$ cat config.mk
export PLATFORM = sky130hd
export DESIGN_NAME = fetch_queue
export DESIGN_NICKNAME = d
export VERILOG_FILES = /design/src/rtl/fetch_pkg.sv /design/src/rtl/fetch_fifo.sv /design/src/rtl/fetch_queue.sv
export SDC_FILE = /design/constraint.sdc
export NUM_CORES = 1
export LEC_CHECK = 0
export BUFFER_PORTS_ARGS = -buffer_cell sky130_fd_sc_hd__buf_2
export CAP_MARGIN = 30
export CORE_MARGIN = 10
export CORE_UTILIZATION = 40
export DETAILED_ROUTE_END_ITERATION = 12
export GPL_TIMING_DRIVEN = 0
export HOLD_SLACK_MARGIN = 0.08
export PLACE_DENSITY = 0.72
export SLEW_MARGIN = 15
export SYNTH_ARGS = -nofsm -noshare
export SYNTH_HDL_FRONTEND = slang
export SYNTH_SLANG_ARGS = --single-unit
$ cat constraint.sdc
create_clock -name clk -period 2.4 [get_ports clk]
set_input_delay 0.24 -clock clk [delete_from_list [all_inputs] [get_ports clk]]
set_output_delay 0.24 -clock clk [all_outputs]
set_load 0.005 [all_outputs]
$ cat src/rtl/fetch_pkg.sv
// fetch_pkg
//   Shared types and default widths for the instruction-fetch front end.
//   fetch_state_e : RUN (normal fetching) / DRAIN (discarding stale responses)
//   fetch_entry_t : {pc, instr} pair at the default widths
//   FETCH_AW      : default PC / memory address width
//   FETCH_DW      : default instruction width
package fetch_pkg;

  localparam int FETCH_AW = 8;
  localparam int FETCH_DW = 16;

  typedef enum logic {
    RUN   = 1'b0,
    DRAIN = 1'b1
  } fetch_state_e;

  typedef struct packed {
    logic [FETCH_AW-1:0] pc;
    logic [FETCH_DW-1:0] instr;
  } fetch_entry_t;

endpackage

$ cat src/rtl/fetch_fifo.sv
// fetch_fifo
//   Small synchronous FIFO with flush. Used both as the tag FIFO (PCs of
//   outstanding reads) and as the {pc,instr} output buffer.
//   clk, rst   : clock, synchronous active-high reset
//   push       : write push_data at the tail
//   pop        : drop the head entry
//   flush      : empty the FIFO (wins over push/pop)
//   head_data  : entry at the head (valid when !empty)
//   count      : number of stored entries
//   full/empty : occupancy flags
module fetch_fifo #(
  parameter int WIDTH = 8,
  parameter int DEPTH = 4
) (
  input  logic                   clk,
  input  logic                   rst,
  input  logic                   push,
  input  logic [WIDTH-1:0]       push_data,
  input  logic                   pop,
  input  logic                   flush,
  output logic [WIDTH-1:0]       head_data,
  output logic [$clog2(DEPTH):0] count,
  output logic                   full,
  output logic                   empty
);

  localparam int PW = $clog2(DEPTH);
  localparam int CW = PW + 1;
  localparam logic [CW-1:0] DEPTH_C = CW'(DEPTH);

  logic [WIDTH-1:0] mem_q [DEPTH];
  logic [PW-1:0]    wr_ptr_q, wr_ptr_d;
  logic [PW-1:0]    rd_ptr_q, rd_ptr_d;
  logic [CW-1:0]    count_q, count_d;
  logic             push_ok, pop_ok;

  assign full      = (count_q == DEPTH_C);
  assign empty     = (count_q == '0);
  assign count     = count_q;
  assign head_data = mem_q[rd_ptr_q];

  // A push into a full FIFO is only accepted when the head leaves the same cycle.
  assign push_ok = push & (~full | pop);
  assign pop_ok  = pop & ~empty;

  always_comb begin
    wr_ptr_d = wr_ptr_q;
    rd_ptr_d = rd_ptr_q;
    count_d  = count_q;
    if (flush) begin
      wr_ptr_d = '0;
      rd_ptr_d = '0;
      count_d  = '0;
    end else begin
      if (push_ok) wr_ptr_d = wr_ptr_q + PW'(1);
      if (pop_ok)  rd_ptr_d = rd_ptr_q + PW'(1);
      count_d = count_q + CW'(push_ok) - CW'(pop_ok);
    end
  end

  always_ff @(posedge clk) begin
    if (rst) begin
      wr_ptr_q <= '0;
      rd_ptr_q <= '0;
      count_q  <= '0;
    end else begin
      wr_ptr_q <= wr_ptr_d;
      rd_ptr_q <= rd_ptr_d;
      count_q  <= count_d;
    end
  end

  // Storage needs no reset: nothing is read until count says it was written.
  always_ff @(posedge clk) begin
    if (push_ok && !flush && !rst) mem_q[wr_ptr_q] <= push_data;
  end

endmodule

$ cat src/rtl/fetch_queue.sv
// fetch_queue
//   Instruction-fetch front end between the program counter and decode.
//   Issues in-order reads at pc_in, tags each response with its PC and
//   buffers {pc,instr} for decode. Branch redirects reload the PC, flush the
//   output buffer and discard reads still in flight (DRAIN state).
//   clk, rst          : clock, synchronous active-high reset
//   pc_in             : current PC from the counter
//   pc_en/pc_load/pc_data : counter increment / load strobe / load value
//   mem_req/mem_addr/mem_gnt : read request handshake
//   mem_rvalid/mem_rdata     : in-order read responses
//   redirect_valid/redirect_pc : branch taken / flush and new target
//   out_valid/out_ready/out_pc/out_instr : decode handshake
//   Optional (FETCH_QUEUE_PERF_EN): perf_stall_cnt, perf_flush_cnt
module fetch_queue
  import fetch_pkg::*;
#(
  parameter int AW      = FETCH_AW,
  parameter int DW      = FETCH_DW,
  parameter int DEPTH   = 4,
  parameter int MAX_OUT = 2
) (
  input  logic          clk,
  input  logic          rst,
  input  logic [AW-1:0] pc_in,
  output logic          pc_en,
  output logic          pc_load,
  output logic [AW-1:0] pc_data,
  output logic          mem_req,
  output logic [AW-1:0] mem_addr,
  input  logic          mem_gnt,
  input  logic          mem_rvalid,
  input  logic [DW-1:0] mem_rdata,
  input  logic          redirect_valid,
  input  logic [AW-1:0] redirect_pc,
  output logic          out_valid,
  input  logic          out_ready,
  output logic [AW-1:0] out_pc,
  output logic [DW-1:0] out_instr
`ifdef FETCH_QUEUE_PERF_EN
  ,
  output logic [15:0]   perf_stall_cnt,
  output logic [7:0]    perf_flush_cnt
`endif
);

  localparam int TCW = $clog2(MAX_OUT) + 1;
  localparam int OCW = $clog2(DEPTH) + 1;
  localparam logic [OCW:0] DEPTH_L = (OCW + 1)'(DEPTH);

  typedef struct packed {
    logic [AW-1:0] pc;
    logic [DW-1:0] instr;
  } entry_t;

  fetch_state_e   state_q, state_d;

  logic           tag_push, tag_pop, tag_full, tag_empty;
  logic [TCW-1:0] tag_count, tag_count_nxt;
  logic [AW-1:0]  tag_head;

  logic           out_push, out_pop, out_flush, out_full, out_empty;
  logic [OCW-1:0] out_count;
  entry_t         out_head, out_entry;

  // Credits in use: reads in flight plus entries already buffered.
  logic [OCW:0]   inflight;

  assign inflight = (OCW + 1)'(tag_count) + (OCW + 1)'(out_count);
  assign mem_addr = pc_in;
  assign pc_en    = mem_req & mem_gnt;

  assign out_entry.pc    = tag_head;
  assign out_entry.instr = mem_rdata;

  // Outputs come straight from the buffer head, forced to zero when empty.
  assign out_valid = ~out_empty;
  assign out_pc    = out_empty ? '0 : out_head.pc;
  assign out_instr = out_empty ? '0 : out_head.instr;

  // Issue / response / redirect control and next state. Redirect dominates:
  // no issue that cycle, the output buffer is flushed and any response that
  // lands the same cycle is treated as stale (its tag is still retired).
  always_comb begin
    state_d       = state_q;
    mem_req       = 1'b0;
    pc_load       = 1'b0;
    pc_data       = '0;
    tag_push      = 1'b0;
    tag_pop       = 1'b0;
    out_push      = 1'b0;
    out_pop       = 1'b0;
    out_flush     = 1'b0;
    tag_count_nxt = tag_count;
    if (!rst) begin
      tag_pop = mem_rvalid & ~tag_empty;
      if (redirect_valid) begin
        pc_load   = 1'b1;
        pc_data   = redirect_pc;
        out_flush = 1'b1;
      end else if (state_q == RUN) begin
        mem_req  = ~tag_full & (inflight < DEPTH_L);
        tag_push = mem_req & mem_gnt;
        out_push = tag_pop & ~out_full;
        out_pop  = ~out_empty & out_ready;
      end
      tag_count_nxt = tag_count + TCW'(tag_push) - TCW'(tag_pop);
      if (redirect_valid) begin
        state_d = (tag_count_nxt != '0) ? DRAIN : RUN;
      end else if (state_q == DRAIN && tag_count_nxt == '0) begin
        state_d = RUN;
      end
    end
  end

  always_ff @(posedge clk) begin
    if (rst) state_q <= RUN;
    else     state_q <= state_d;
  end

  // Tag FIFO is never flushed: stale tags retire one per response in DRAIN.
  fetch_fifo #(.WIDTH(AW), .DEPTH(MAX_OUT)) u_tag_fifo (
    .clk       (clk),
    .rst       (rst),
    .push      (tag_push),
    .push_data (pc_in),
    .pop       (tag_pop),
    .flush     (1'b0),
    .head_data (tag_head),
    .count     (tag_count),
    .full      (tag_full),
    .empty     (tag_empty)
  );

  fetch_fifo #(.WIDTH(AW + DW), .DEPTH(DEPTH)) u_out_fifo (
    .clk       (clk),
    .rst       (rst),
    .push      (out_push),
    .push_data (out_entry),
    .pop       (out_pop),
    .flush     (out_flush),
    .head_data (out_head),
    .count     (out_count),
    .full      (out_full),
    .empty     (out_empty)
  );

`ifdef FETCH_QUEUE_PERF_EN
  logic [15:0] stall_cnt_q, stall_cnt_d;
  logic [7:0]  flush_cnt_q, flush_cnt_d;

  // Saturating event counters: starved decode cycles while fetching, redirects.
  always_comb begin
    stall_cnt_d = stall_cnt_q;
    flush_cnt_d = flush_cnt_q;
    if (out_empty && state_q == RUN && stall_cnt_q != 16'hFFFF)
      stall_cnt_d = stall_cnt_q + 16'd1;
    if (redirect_valid && flush_cnt_q != 8'hFF)
      flush_cnt_d = flush_cnt_q + 8'd1;
  end

  always_ff @(posedge clk) begin
    if (rst) begin
      stall_cnt_q <= '0;
      flush_cnt_q <= '0;
    end else begin
      stall_cnt_q <= stall_cnt_d;
      flush_cnt_q <= flush_cnt_d;
    end
  end

  assign perf_stall_cnt = stall_cnt_q;
  assign perf_flush_cnt = flush_cnt_q;
`endif

endmodule

# After elaboration in Yosys (flattened, before gate mapping)
# Memory sizes are Yosys's and may differ from the RTL's. A register that Yosys moved wholly into a read port is not among the register bits.
# Cells that the tools add are included.
# totals
regBits	12
mem_bits_rw	112
inputBits	38
output_inout_bits	44
wordCells	82
n_memories	2
# memory_table
memory	words	word_bits	read_ports	rd_clocked_by_memory_dff	wr	line	rtl
u_out_fifo.mem_q	4	24	1	1	1	fetch_fifo.sv:31	logic [WIDTH-1:0] mem_q [DEPTH];
u_tag_fifo.mem_q	2	8	1	1	1	fetch_fifo.sv:31	
# classes
addsub	11
magnitude_cmp	1
eq_ne	2
mux	31
bitwise	16
reduce_logical	12
# op_table
op	count
1-bit 2-to-1 mux	25
8-bit 2-to-1 mux	3
16-bit 2-to-1 mux	1
1-bit AND	10
2-bit by 1-bit adder with 2-bit output	2
2-bit by 1-bit adder with 2-bit output, second input constant	2
2-bit by 3-bit adder with 4-bit output	1
1-bit logical AND	4
2-bit zero test	2
4-bit by 3-bit less-than comparator with 1-bit output, second input constant	1
2-bit 2-to-1 mux	2
1-bit NOT	4
2-bit nonzero test	2
2-bit by 1-bit subtractor with 2-bit output	2
3-bit by 1-bit adder with 3-bit output	1
3-bit == test, second input constant	1
3-bit zero test	1
3-bit by 1-bit subtractor with 3-bit output	1
1-bit adder, second input constant	2
2-bit == test, second input constant	1
1-bit zero test	2
1-bit OR	2
2-bit OR reduction	1

# Logic depth before layout (Yosys ltp)
# Gate-level depths: netlist of the first run.
# logic_depth
ltp_word	13
mapped_depth	10
depth_no_buf	9

# Cells and area by module
# Synthesis of the first run repeated with hierarchy kept, for this count alone.
# unflattened
hier_cells	295
area_unflattened_um2	5306.3
# modules_own_cells
module	instances	cells_each	area_per_inst_um2	seq_area_each_um2
fetch_fifo (u_out_fifo)	1	177	3992.6	3062.9
fetch_fifo (u_tag_fifo)	1	51	820.8	580.6
fetch_queue	1	67	493.0	20.0

# Worst setup path after synthesis of the first run
# Ideal clock, no wire load.
# synth_path
path_type	register to register
from	register u_out_fifo.count_q[2] (netlist: u_out_fifo.count[2])
to	register u_out_fifo.count_q[2] (netlist: u_out_fifo.count[2])
setup_time_ns	0.132
arrival_time_ns	2.116
required_time_ns	2.268
path_slack_ns	0.152
path_stages_with_launch	10
n_path_buf	0
period_less_slack_ns	2.248
cell_sequence	dfxtp_1 > nor3_2 > nor4b_4 > ha_1 > inv_1 > ha_1 > fa_1 > xnor2_1 > xnor2_1 > nor3_1
# synth_via
word_cells_on_any_way	17
cone_classes	add/sub: 2; eq/ne: 1; mux: 6; bitwise: 7; reduce/logical: 1
# synth_rtl
element	line	rtl
from (decl)	fetch_fifo.sv:34	logic [CW-1:0] count_q, count_d;
from (signal assigned)	fetch_fifo.sv:69	count_q <= count_d;
3-bit zero test (*)	fetch_fifo.sv:38	assign empty = (count_q == '0);
1-bit NOT (*)	fetch_fifo.sv:44, fetch_queue.sv:104	
1-bit AND	fetch_queue.sv:104	out_pop = ~out_empty & out_ready;
1-bit 2-to-1 mux	fetch_queue.sv:100	end else if (state_q == RUN) begin
1-bit 2-to-1 mux	fetch_queue.sv:96	if (redirect_valid) begin
1-bit 2-to-1 mux	fetch_queue.sv:94	if (!rst) begin
1-bit AND (*)	fetch_fifo.sv:44	assign pop_ok = pop & ~empty;
net u_out_fifo.pop_ok	fetch_fifo.sv:35	logic push_ok, pop_ok;
3-bit by 1-bit subtractor with 3-bit output (*)	fetch_fifo.sv:57	count_d = count_q + CW'(push_ok) - CW'(pop_ok);
# Mark *: on every way through the listed nets, which the timed path passes. The rest lies on a longest branch.
# A chain may end at the register's enable or synchronous reset.

==> impl_metrics.csv, run 1 <==
group,metric,value,unit
outcome,outcome,"complete, no violations",
floorplan,floorplan.io_pins,82,
layout,syn2layout_area_growth,29.8,%
clocking,insertion_delay_of_the_later_clocked_pin_in_the_worst_skew_pair,0.40,ns
floorplan,chipWidth,134,um
sta,fmaxAchievable,0.439,GHz
logic_synthesis,ys_async_sr_fraction,0,%
clocking,tritoncts.num_buffers,17,
logic_synthesis,netlist_area_before_placement,5220,um2
critical_path,worstSetupStartpointType,"flip-flop",
critical_path,cp_cell_sequence,"buf_2 -> buf_6 -> mux4_2 -> and2b_2 -> buf_2",
placed_design,io_buffers,79,
floorplan,die_y,134,um
clocking,cts-root-buf,"clkbuf_16",
logic_synthesis,synth.yosys.seq_area_share,70.2,%
sta,max_slew.worst_pin.slew,0.688,ns
global_routing,grt_pass1_vias,3200,
critical_path,cp_data_arrival_time,2.04,ns
sta,setup_tns,0,ns
floorplan,die-area,18000,um2
logic_synthesis,synth-edff-count,112,
power,max-vdd-ir-drop,0.519,mV
layout,drive_gt1_share,41.9,%
critical_path,timing.critical_path.to_type,"output pin",
global_routing,first_pass_grt_wire_length,15.7,mm
clocking,clock_sinks,127,
placed_design,place.gp.congestion,0.768,
routing,detail_route.wirelength,9.99,mm
logic_synthesis,ys.flop_type,"edfxtp_1",
global_routing,track_usage,11.2,%
floorplan,initial_utilization,41.2,%
clocking,ctsHtreeMaxLevel,4,
clocking,cts_tree,"yes",
routing,drt_pass1_iterations,4,
sta,slew_headroom,54.1,%
sta,hold_slack,0.125,ns
logic_synthesis,postSynthNetCount,340,
critical_path,setup.worst_path.class,"flip-flop to output pin",
critical_path,crit_path_top_delay_cell,"mux4_2",
logic_synthesis,syn_avg_cell_area,17.9,um2
layout,finalCoreUtilization,53.4,%
floorplan,placement_rows,41,
logic_synthesis,ys_seq_elements,127,
layout,num-fill-cells,1022,
logic_synthesis,yosys_warnings,0,
power,leakagePower,2.51,nW
logic_synthesis,netlist_instances,291,
layout,layout.nets,468,
sta,setup_violations,0,
critical_path,cp_common_cell,"buf_2",
sta,final_period_minus_worst_setup_slack,2.28,ns
logic_synthesis,yosysUniqueCellTypes,34,
layout,multi_input_comb_area,1400,um2
floorplan,core_region_area,12700,um2
job,max_cap_violations,0,
critical_path,critPathMaxStageDelay,0.50,ns
global_routing,grt_antenna_before_repair,0,
routing,drt_first_iter_violations,171,
sta,rsz0062_at_grt,"no",
routing,route.vias.total,2863,
clocking,clk_pin_slew,0.05,ns
routing,post-route-drc-count,0,
routing,ant_nets,0,
sta,finalHoldViolations,0,
sta,timing.final.ws_setup,0.123,ns
sta,fin_crit_sh,94.9,%
power,report.power.total,5.69,mW
global_routing,overflow,0,
clocking,cts.path.max_buffers,2,
layout,n_antenna_cell,0,
worst_hold_path,min_path_type,"input pin to flip-flop",
critical_path,worst_ep_required_time,2.16,ns
power,power.density_cell_area,841,nW/um2
routing,drt-wirelength-per-cell,16.5,um
sta,slew_violations,0,
sta,fin_skew,0.00854,ns
placed_design,hpwl,6.50,mm
routing,drt-vias-per-instance,4.74,
critical_path,path_max_fanout,10,
placed_design,dpl_worst_slack,-0.205,ns
global_routing,grt_start_max_net_pins,25,
layout,sequential_cell_area,3670,um2
==> cells in the mapped netlist, drive strengths merged (2+ instances only) <==
library cell	instances	area share, %
mux4	24	10
nand2	3	0.22
nor4	2	0.24
nor2	10	0.72
and2b	5	0.84
dfxtp	15	5.8
edfxtp	112	64
nand3	4	0.38
buf	17	2.3
ha	10	2.4
mux2	8	1.7
o21ai	2	0.19
clkbuf	5	0.36
xor2	2	0.34
and2	15	1.8
nor2b	20	2.4
nor3	7	0.77
inv	12	0.86
xnor2	8	1.3
==> metrics by stage <==
| step | std cells | cell area [um2] |
|---|---|---|
| 2_1_floorplan | 291 | 5220 |
| 3_3_place_gp | 542 | 5830 |
| 3_5_place_dp | 543 | 5840 |
| 4_1_cts | 603 | 6740 |
| 5_1_grt | 604 | 6770 |
| 6_report | 604 | 6770 |
==> logic make-up (layout without fill, tap and decap cells) <==
logic type / count (synthesis) / in the layout / share of synthesized area, %
xor gates and xnor gates: 10 / 10 / 1.68
AOI/OAI and AO/OA: 5 / 5 / 1.06
adders and majority gates: 11 / 11 / 2.78
muxes: 33 / 33 / 12.3
and+or+nand+nor: 71 / 71 / 8.42
DFF: 127 / 127 / 70.2
buffers and inverters: 34 / 175 / 3.53
==> state kept, by name, summed over array words and instances, names as in the netlist, 2 cells and up, named ones only <==
signal and cells:
u_out_fifo.count 3, u_out_fifo.mem_q 96, u_out_fifo.rd_ptr_q 2, u_out_fifo.wr_ptr_q 2
u_tag_fifo.count 2, u_tag_fifo.mem_q 16
==> layout make-up <==
cell class / count / share of cell area (%)
Sequential cell: 127 / 54.2
Tap cell: 172 / 3.18
Clock buffer: 17 / 6.29
Multi-Input combinational cell: 130 / 20.6
Clock inverter: 15 / 2.87
Timing Repair Buffer: 109 / 10.1
Inverter: 12 / 0.666
Buffer: 22 / 2.16
==> critical path: cells and delay by family, from the launching register on <==
family | cells | cell delay, ns
flip-flops | 1 | 0.33
buffers and inverters | 3 | 0.59
AND/OR/NAND/NOR | 1 | 0.22
multiplexers | 1 | 0.50
==> power by group <==
group	switching, mW	total, mW	internal (mW)	leakage (nW)
combinational	0.257	0.502	0.245	1.09
clock	0.910	2.64	1.73	0.290
sequential	0.0383	2.55	2.51	1.13
==> worst paths after layout <==
check             depth (start not counted)                      to  slack (ns)                   start
setup / recovery                          5               out_pc[2]        0.12               flip-flop
hold / removal                            3                 state_q        0.13          redirect_valid
setup reg to reg                          9     u_out_fifo.count[2]        0.17                 state_q
hold reg to reg                           1  u_out_fifo.rd_ptr_q[1]        0.46  u_out_fifo.rd_ptr_q[1]
==> layout by cell type (no fill, tap or decap), types with 2 or more instances in the layout <==
master	netlist	layout
clkinv_4	0	2
clkinv_1	0	2
nor2_1	10	10
clkinvlp_4	0	4
clkbuf_1	5	5
edfxtp_1	112	112
dfxtp_2	0	2
xnor2_1	8	7
dfxtp_1	15	13
and2_1	15	11
bufinv_16	0	4
dlygate4sd3_1	0	25
inv_1	12	12
and2_2	0	4
xor2_1	2	2
mux2_2	8	8
nor2b_1	20	20
and2b_2	5	5
nand2_1	3	3
clkinv_2	0	2
buf_2	3	83
buf_6	1	3
clkbuf_16	0	17
buf_4	12	14
mux4_2	24	24
ha_1	10	10
nor3_1	6	6
nand3_1	4	4
==> layer usage <==
metal	vias up	wire length (um)	global-route usage, %
li1	1345	-	-
met3	8	594	4.29
met4	0	107	4.47
met5	-	0	0
met1	1420	4360	12.8
met2	90	4930	18.6
==> repair_timing <==
item	CTS	global route
endpoints found under the hold margin	84	0
endpoints found under the setup margin	22	9
pin swaps	1	1
gates resized for setup	1	6
setup buffers	3	1
hold buffers	25	0
(Power assumes the default switching activity.)
==> inputs of run 2 (changes only) <==
--- a/config.mk
+++ b/config.mk
@@ -10,6 +10,7 @@
 export CORE_MARGIN = 10
 export CORE_UTILIZATION = 40
 export DETAILED_ROUTE_END_ITERATION = 12
+export GPL_ROUTABILITY_DRIVEN = 0
 export GPL_TIMING_DRIVEN = 0
 export HOLD_SLACK_MARGIN = 0.08
 export PLACE_DENSITY = 0.72
==> constraint.sdc (replaced) <==
create_clock -name clk -period 2.4 [get_ports clk]
set_input_delay 0.48 -clock clk [delete_from_list [all_inputs] [get_ports clk]]
set_output_delay 0.48 -clock clk [all_outputs]
set_load 0.005 [all_outputs]
==> impl_metrics.csv, run 2 (synthesis gave the netlist of run 1 again) <==
group,metric,value,unit
outcome,outcome,"complete, no violations",
worst_hold_path,min_path_type,"input pin to flip-flop",
routing,drt_pass1_iterations,4,
placed_design,dpl_worst_slack,-0.102,ns
global_routing,grt_antenna_before_repair,0,
floorplan,initial_utilization,41.2,%
sta,finalHoldViolations,0,
placed_design,io_buffers,79,
layout,n_antenna_cell,0,
clocking,hold_buffers,0,
routing,route.vias.total,2707,
layout,layout_common_cells,"edfxtp_1, buf_2, mux4_2",
clocking,tritoncts.num_buffers,17,
sta,slew_headroom,54.4,%
sta,fin_crit_sh,96.6,%
worst_hold_path,worst_hold_path.endpoint,"u_out_fifo.count[2]",
floorplan,chipWidth,134,um
floorplan,die_y,134,um
critical_path,critPathMaxStageDelay,0.52,ns
floorplan,floorplan.io_pins,82,
critical_path,rrSetupSlack,0.15,ns
layout,final-instance-count-excl-fill,580,
critical_path,crit_path_top_delay_cell,"mux4_2",
critical_path,worstSetupStartpointType,"flip-flop",
floorplan,placement_rows,41,
layout,largest_register_ff_count,96,
routing,ant_nets,0,
job,max_cap_violations,0,
sta,rsz0062_at_grt,"no",
sta,slew_violations,0,
layout,num-fill-cells,1041,
power,max-vdd-ir-drop,0.476,mV
global_routing,overflow,0,
sta,setup_violations,0,
clocking,ctsHtreeMaxLevel,4,
layout,mostFrequentLayoutCell,"edfxtp_1",
sta,fmaxAchievable,0.431,GHz
global_routing,grt_start_max_net_pins,25,
clocking,cts.path.max_buffers,2,
sta,timing.final.ws_setup,0.0818,ns
worst_hold_path,hold_path.startpoint,"redirect_valid",
critical_path,cp_cell_sequence,"buf_6 -> buf_12 -> mux4_2 -> nor2b_1 -> buf_2",
critical_path,rr_endpoint,"u_out_fifo.count[2]",
layout,drive_gt1_share,45.3,%
sta,max_slew.worst_pin.slew,0.684,ns
routing,post-route-drc-count,0,
routing,drt_first_iter_violations,205,
sta,final_period_minus_worst_setup_slack,2.32,ns
sta,fin_skew,0.0114,ns
layout,post-route-cell-area,6590,um2
critical_path,setup.worst_path.class,"flip-flop to output pin",
critical_path,worstRegToRegCells,9,
critical_path,path_max_fanout,10,
floorplan,die-area,18000,um2
critical_path,cp_data_arrival_time,1.84,ns
floorplan,core_region_area,12700,um2
global_routing,first_pass_grt_wire_length,15.2,mm
critical_path,timing.critical_path.to_type,"output pin",
power,leakagePower,2.43,nW
routing,drt-wirelength-per-cell,16.6,um
placed_design,placed_cell_area,5850,um2
critical_path,r2r-start,"state_q",
sta,setup_tns,0,ns
placed_design,hpwl,6.49,mm
clocking,insertion_delay_of_the_later_clocked_pin_in_the_worst_skew_pair,0.41,ns
global_routing,track_usage,11.0,%
critical_path,worst_ep_required_time,1.92,ns
clocking,cts-root-buf,"clkbuf_16",
routing,drt-vias-per-instance,4.67,
layout,layout.nets,444,
placed_design,post-place-cells,543,
clocking,clk_pin_slew,0.06,ns
routing,detail_route.wirelength,9.64,mm
worst_hold_path,min_path_cells,2,
global_routing,grt_pass1_vias,3011,
clocking,clock_sinks,127,
clocking,cts_tree,"yes",
layout,top_register,"u_out_fifo.mem_q",
layout,syn2layout_area_growth,26.3,%
sta,hold_slack,0.275,ns
power,power.density_cell_area,860,nW/um2
==> run 2: cell types whose count changed in the layout (fill, tap and decap cells not counted), sizes merged <==
cell / delta
clkinv: -2
dlygate4sd3: -25
clkbuf: +1
inv: +2
==> run 2: through the flow <==
| stage | power [mW] | utilization [%] |
|---|---|---|
| floorplan | 2.91 | - |
| global placement | 3.03 | 46.1 |
| detailed placement | 3.06 | 46.2 |
| CTS | 5.69 | 51.3 |
| global route | 5.87 | 52.0 |
| finish | 5.66 | 52.0 |
==> run 2: per-layer routing <==
metal / GRT usage, % / part of all wire, %
met1: 13.3 / 45
met2: 17.4 / 49
met3: 4.33 / 5.7
met4: 3.81 / 1.3
met5: 0 / 0
==> run 2: worst max-delay path: cells and delay by family (launching register included) <==
kind          cells  cell delay (ns)
simple gates      1             0.14
mux               1             0.52
flops             1             0.32
buf+inv           3             0.45
==> run 2: layout make-up <==
class                           instances  area [um2]  share of cell area (%)
Tap cell                              172         215                    3.27
Clock inverter                         15         191                    2.91
Inverter                               12        45.0                   0.684
Timing Repair Buffer                   86         463                    7.03
Clock buffer                           17         425                    6.46
Multi-Input combinational cell        130        1410                    21.4
Buffer                                 21         174                    2.64
Sequential cell                       127        3670                    55.7
==> run 2: timing repair <==
| item | 4_1_cts | 5_1_grt |
|---|---|---|
| endpoints found under the setup margin | 22 | 5 |
| cloned | 0 | 1 |
| setup buffers | 0 | 5 |
| gates resized for setup | 12 | 5 |
| pin swaps | 0 | 1 |
==> run 2: worst max path at each step <==
stage	from	endpoint	slack (ns)	depth (start not counted)
3_5_place_dp	redirect_valid	u_out_fifo.count[2]	-0.10	10
5_1_grt	flip-flop	out_instr[8]	0.003	5
4_1_cts	u_out_fifo.count[1]	pc_en	0.01	5
2_1_floorplan	redirect_valid	u_out_fifo.count[2]	0.02	10
3_3_place_gp	redirect_valid	u_out_fifo.mem_q[0][1]	-0.41	4
6_report	flip-flop	out_instr[14]	0.08	5
==> run 2: power by group <==
group / internal [mW] / switching (mW)
combinational: 0.221 / 0.249
sequential: 2.51 / 0.0396
clock: 1.73 / 0.914
==> inputs of run 3 (changes only) <==
--- a/config.mk
+++ b/config.mk
@@ -9,6 +9,7 @@
 export CAP_MARGIN = 30
 export CORE_MARGIN = 10
 export CORE_UTILIZATION = 40
+export CTS_BUF_LIST = sky130_fd_sc_hd__clkbuf_4 sky130_fd_sc_hd__clkbuf_8
 export DETAILED_ROUTE_END_ITERATION = 12
 export GPL_ROUTABILITY_DRIVEN = 0
 export GPL_TIMING_DRIVEN = 0
==> impl_metrics.csv, run 3 (synthesis gave the netlist of run 1 again) <==
group,metric,value,unit
global_routing,track_usage,10.9,%
global_routing,grt_start_max_net_pins,25,
sta,hold_slack,0.256,ns
floorplan,floorplan.io_pins,82,
floorplan,die-area,18000,um2
critical_path,rr_endpoint,"u_out_fifo.count[2]",
critical_path,critical_path.top_delay_family,"multiplexers",
placed_design,post-place-cells,543,
critical_path,worstSetupStartpointType,"flip-flop",
routing,route.vias.total,2689,
sta,fin_crit_sh,96.7,%
layout,num-fill-cells,1065,
sta,fmaxAchievable,0.431,GHz
sta,rsz0062_at_grt,"yes",
floorplan,core_region_area,12700,um2
critical_path,worstRegToRegCells,10,
layout,layout.nets,445,
clocking,insertion_delay_of_the_later_clocked_pin_in_the_worst_skew_pair,0.42,ns
layout,final-instance-count-excl-fill,581,
layout,drive_gt1_share,46.0,%
power,leakagePower,2.36,nW
critical_path,worst_ep_required_time,1.92,ns
critical_path,critPathMaxStageDelay,0.48,ns
clocking,ctsHtreeMaxLevel,4,
sta,finalHoldViolations,0,
floorplan,initial_utilization,41.2,%
floorplan,chipWidth,134,um
power,max-vdd-ir-drop,0.407,mV
layout,largest_register_ff_count,96,
floorplan,die_y,134,um
routing,post-route-drc-count,0,
routing,drt-wirelength-per-cell,16.8,um
worst_hold_path,min_path_type,"input pin to flip-flop",
sta,setup_violations,0,
clocking,tritoncts.num_buffers,17,
critical_path,path_max_fanout,8,
worst_hold_path,min_path_cells,2,
routing,ant_nets,0,
critical_path,cp_cell_sequence,"buf_12 -> buf_12 -> mux4_2 -> and2b_2 -> buf_6",
sta,fin_skew,0.0118,ns
clocking,cts.path.max_buffers,2,
job,max_cap_violations,0,
global_routing,grt_antenna_before_repair,0,
placed_design,hpwl,6.49,mm
critical_path,timing.critical_path.to_type,"output pin",
clocking,clk_pin_slew,0.07,ns
worst_hold_path,worst_hold_path.endpoint,"u_out_fifo.count[2]",
layout,syn2layout_area_growth,23.5,%
sta,final_period_minus_worst_setup_slack,2.32,ns
floorplan,placement_rows,41,
routing,drt_first_iter_violations,161,
critical_path,cp_data_arrival_time,1.84,ns
layout,n_antenna_cell,0,
sta,slew_headroom,54.6,%
critical_path,crit_buf_inv,3,
power,power.density_cell_area,770,nW/um2
worst_hold_path,hold_path.startpoint,"redirect_valid",
layout,mostFrequentLayoutCell,"edfxtp_1",
clocking,cts-root-buf,"clkbuf_8",
critical_path,cp_common_cell,"buf_12",
placed_design,io_buffers,79,
routing,drt-vias-per-instance,4.63,
routing,drt_pass1_iterations,4,
critical_path,rrSetupSlack,0.12,ns
layout,layout_common_cells,"edfxtp_1, buf_2, mux4_2",
clocking,cts_tree,"yes",
outcome,outcome,"complete, no violations",
sta,setup_tns,0,ns
global_routing,first_pass_grt_wire_length,15.2,mm
critical_path,crit_path_top_delay_cell,"mux4_2",
sta,slew_violations,0,
global_routing,overflow,0,
sta,max_slew.worst_pin.slew,0.681,ns
critical_path,setup.worst_path.class,"flip-flop to output pin",
layout,top_register,"u_out_fifo.mem_q",
routing,detail_route.wirelength,9.76,mm
clocking,clock_sinks,127,
global_routing,grt_pass1_vias,3011,
critical_path,r2r-start,"u_out_fifo.count[0]",
run 3: cell types whose count changed in the layout (fill, tap and decap cells not counted):
| cell | before | now |
|---|---|---|
| dfxtp_1 | 13 | 12 |
| buf_12 | 2 | 3 |
| clkbuf_8 | 0 | 17 |
| nand3_1 | 4 | 3 |
| nand3_2 | 0 | 1 |
| buf_2 | 80 | 79 |
| dfxtp_2 | 2 | 3 |
| clkbuf_16 | 18 | 2 |
run 3: worst max-delay path by stage:
stage                   startpoint                      to  slack (ns)  cells past startpoint
floorplan           redirect_valid     u_out_fifo.count[2]        0.02                     10
global placement    redirect_valid  u_out_fifo.mem_q[0][1]       -0.41                      4
detailed placement  redirect_valid     u_out_fifo.count[2]       -0.10                     10
CTS                      flip-flop               out_pc[2]      -0.001                      5
global route             flip-flop               out_pc[2]      -0.008                      5
finish                   flip-flop               out_pc[2]        0.08                      5
run 3: layout make-up:
type	instances	area (um2)	share of cell area, %
Multi-Input combinational cell	130	1410	21.9
Sequential cell	127	3670	56.9
Clock buffer	17	234	3.63
Tap cell	172	215	3.34
Timing Repair Buffer	87	494	7.67
Inverter	12	45.0	0.699
Clock inverter	15	191	2.97
Buffer	21	183	2.84
run 3: what timing repair did:
| action | CTS | global route |
|---|---|---|
| cloned | 0 | 2 |
| setup endpoints to repair | 23 | 18 |
| setup buffers | 0 | 5 |
| hold buffers | 0 | 0 |
| gates resized for setup | 16 | 6 |
| pin swaps | 0 | 1 |
run 3: power breakdown:
group	internal (mW)	switching (mW)
clock	1.13	0.816
combinational	0.223	0.249
sequential	2.51	0.0400
run 3: through the flow:
stage / setup slack, ns / power, mW / util, % / area (um2)
global route: -0.00760 / 5.17 / 50.8 / 6440
global placement: -0.413 / 3.03 / 46.1 / 5840
detailed placement: -0.102 / 3.06 / 46.2 / 5850
finish: 0.0799 / 4.96 / 50.8 / 6440
floorplan: 0.0154 / 2.91 / - / 5230
CTS: -0.00145 / 5.00 / 50.0 / 6330
run 3: routing by layer:
layer | GRT usage (%) | routed length [um] | vias up
li1 | - | - | 1295
met4 | 2.54 | 47 | 0
met3 | 4.56 | 576 | 4
met2 | 17.9 | 4770 | 83
met5 | 0 | 0 | -
met1 | 13.0 | 4370 | 1307
run 3: worst register-to-register path, cell delays in order, from the launching register on:
cell and delay (ns):
dfxtp_1 0.45, nor3_4 0.08, buf_4 0.15, nor4b_4 0.34
ha_1 0.19, inv_1 0.04, ha_1 0.20, fa_2 0.36
xnor2_2 0.17, xnor2_1 0.13, nor3_1 0.06
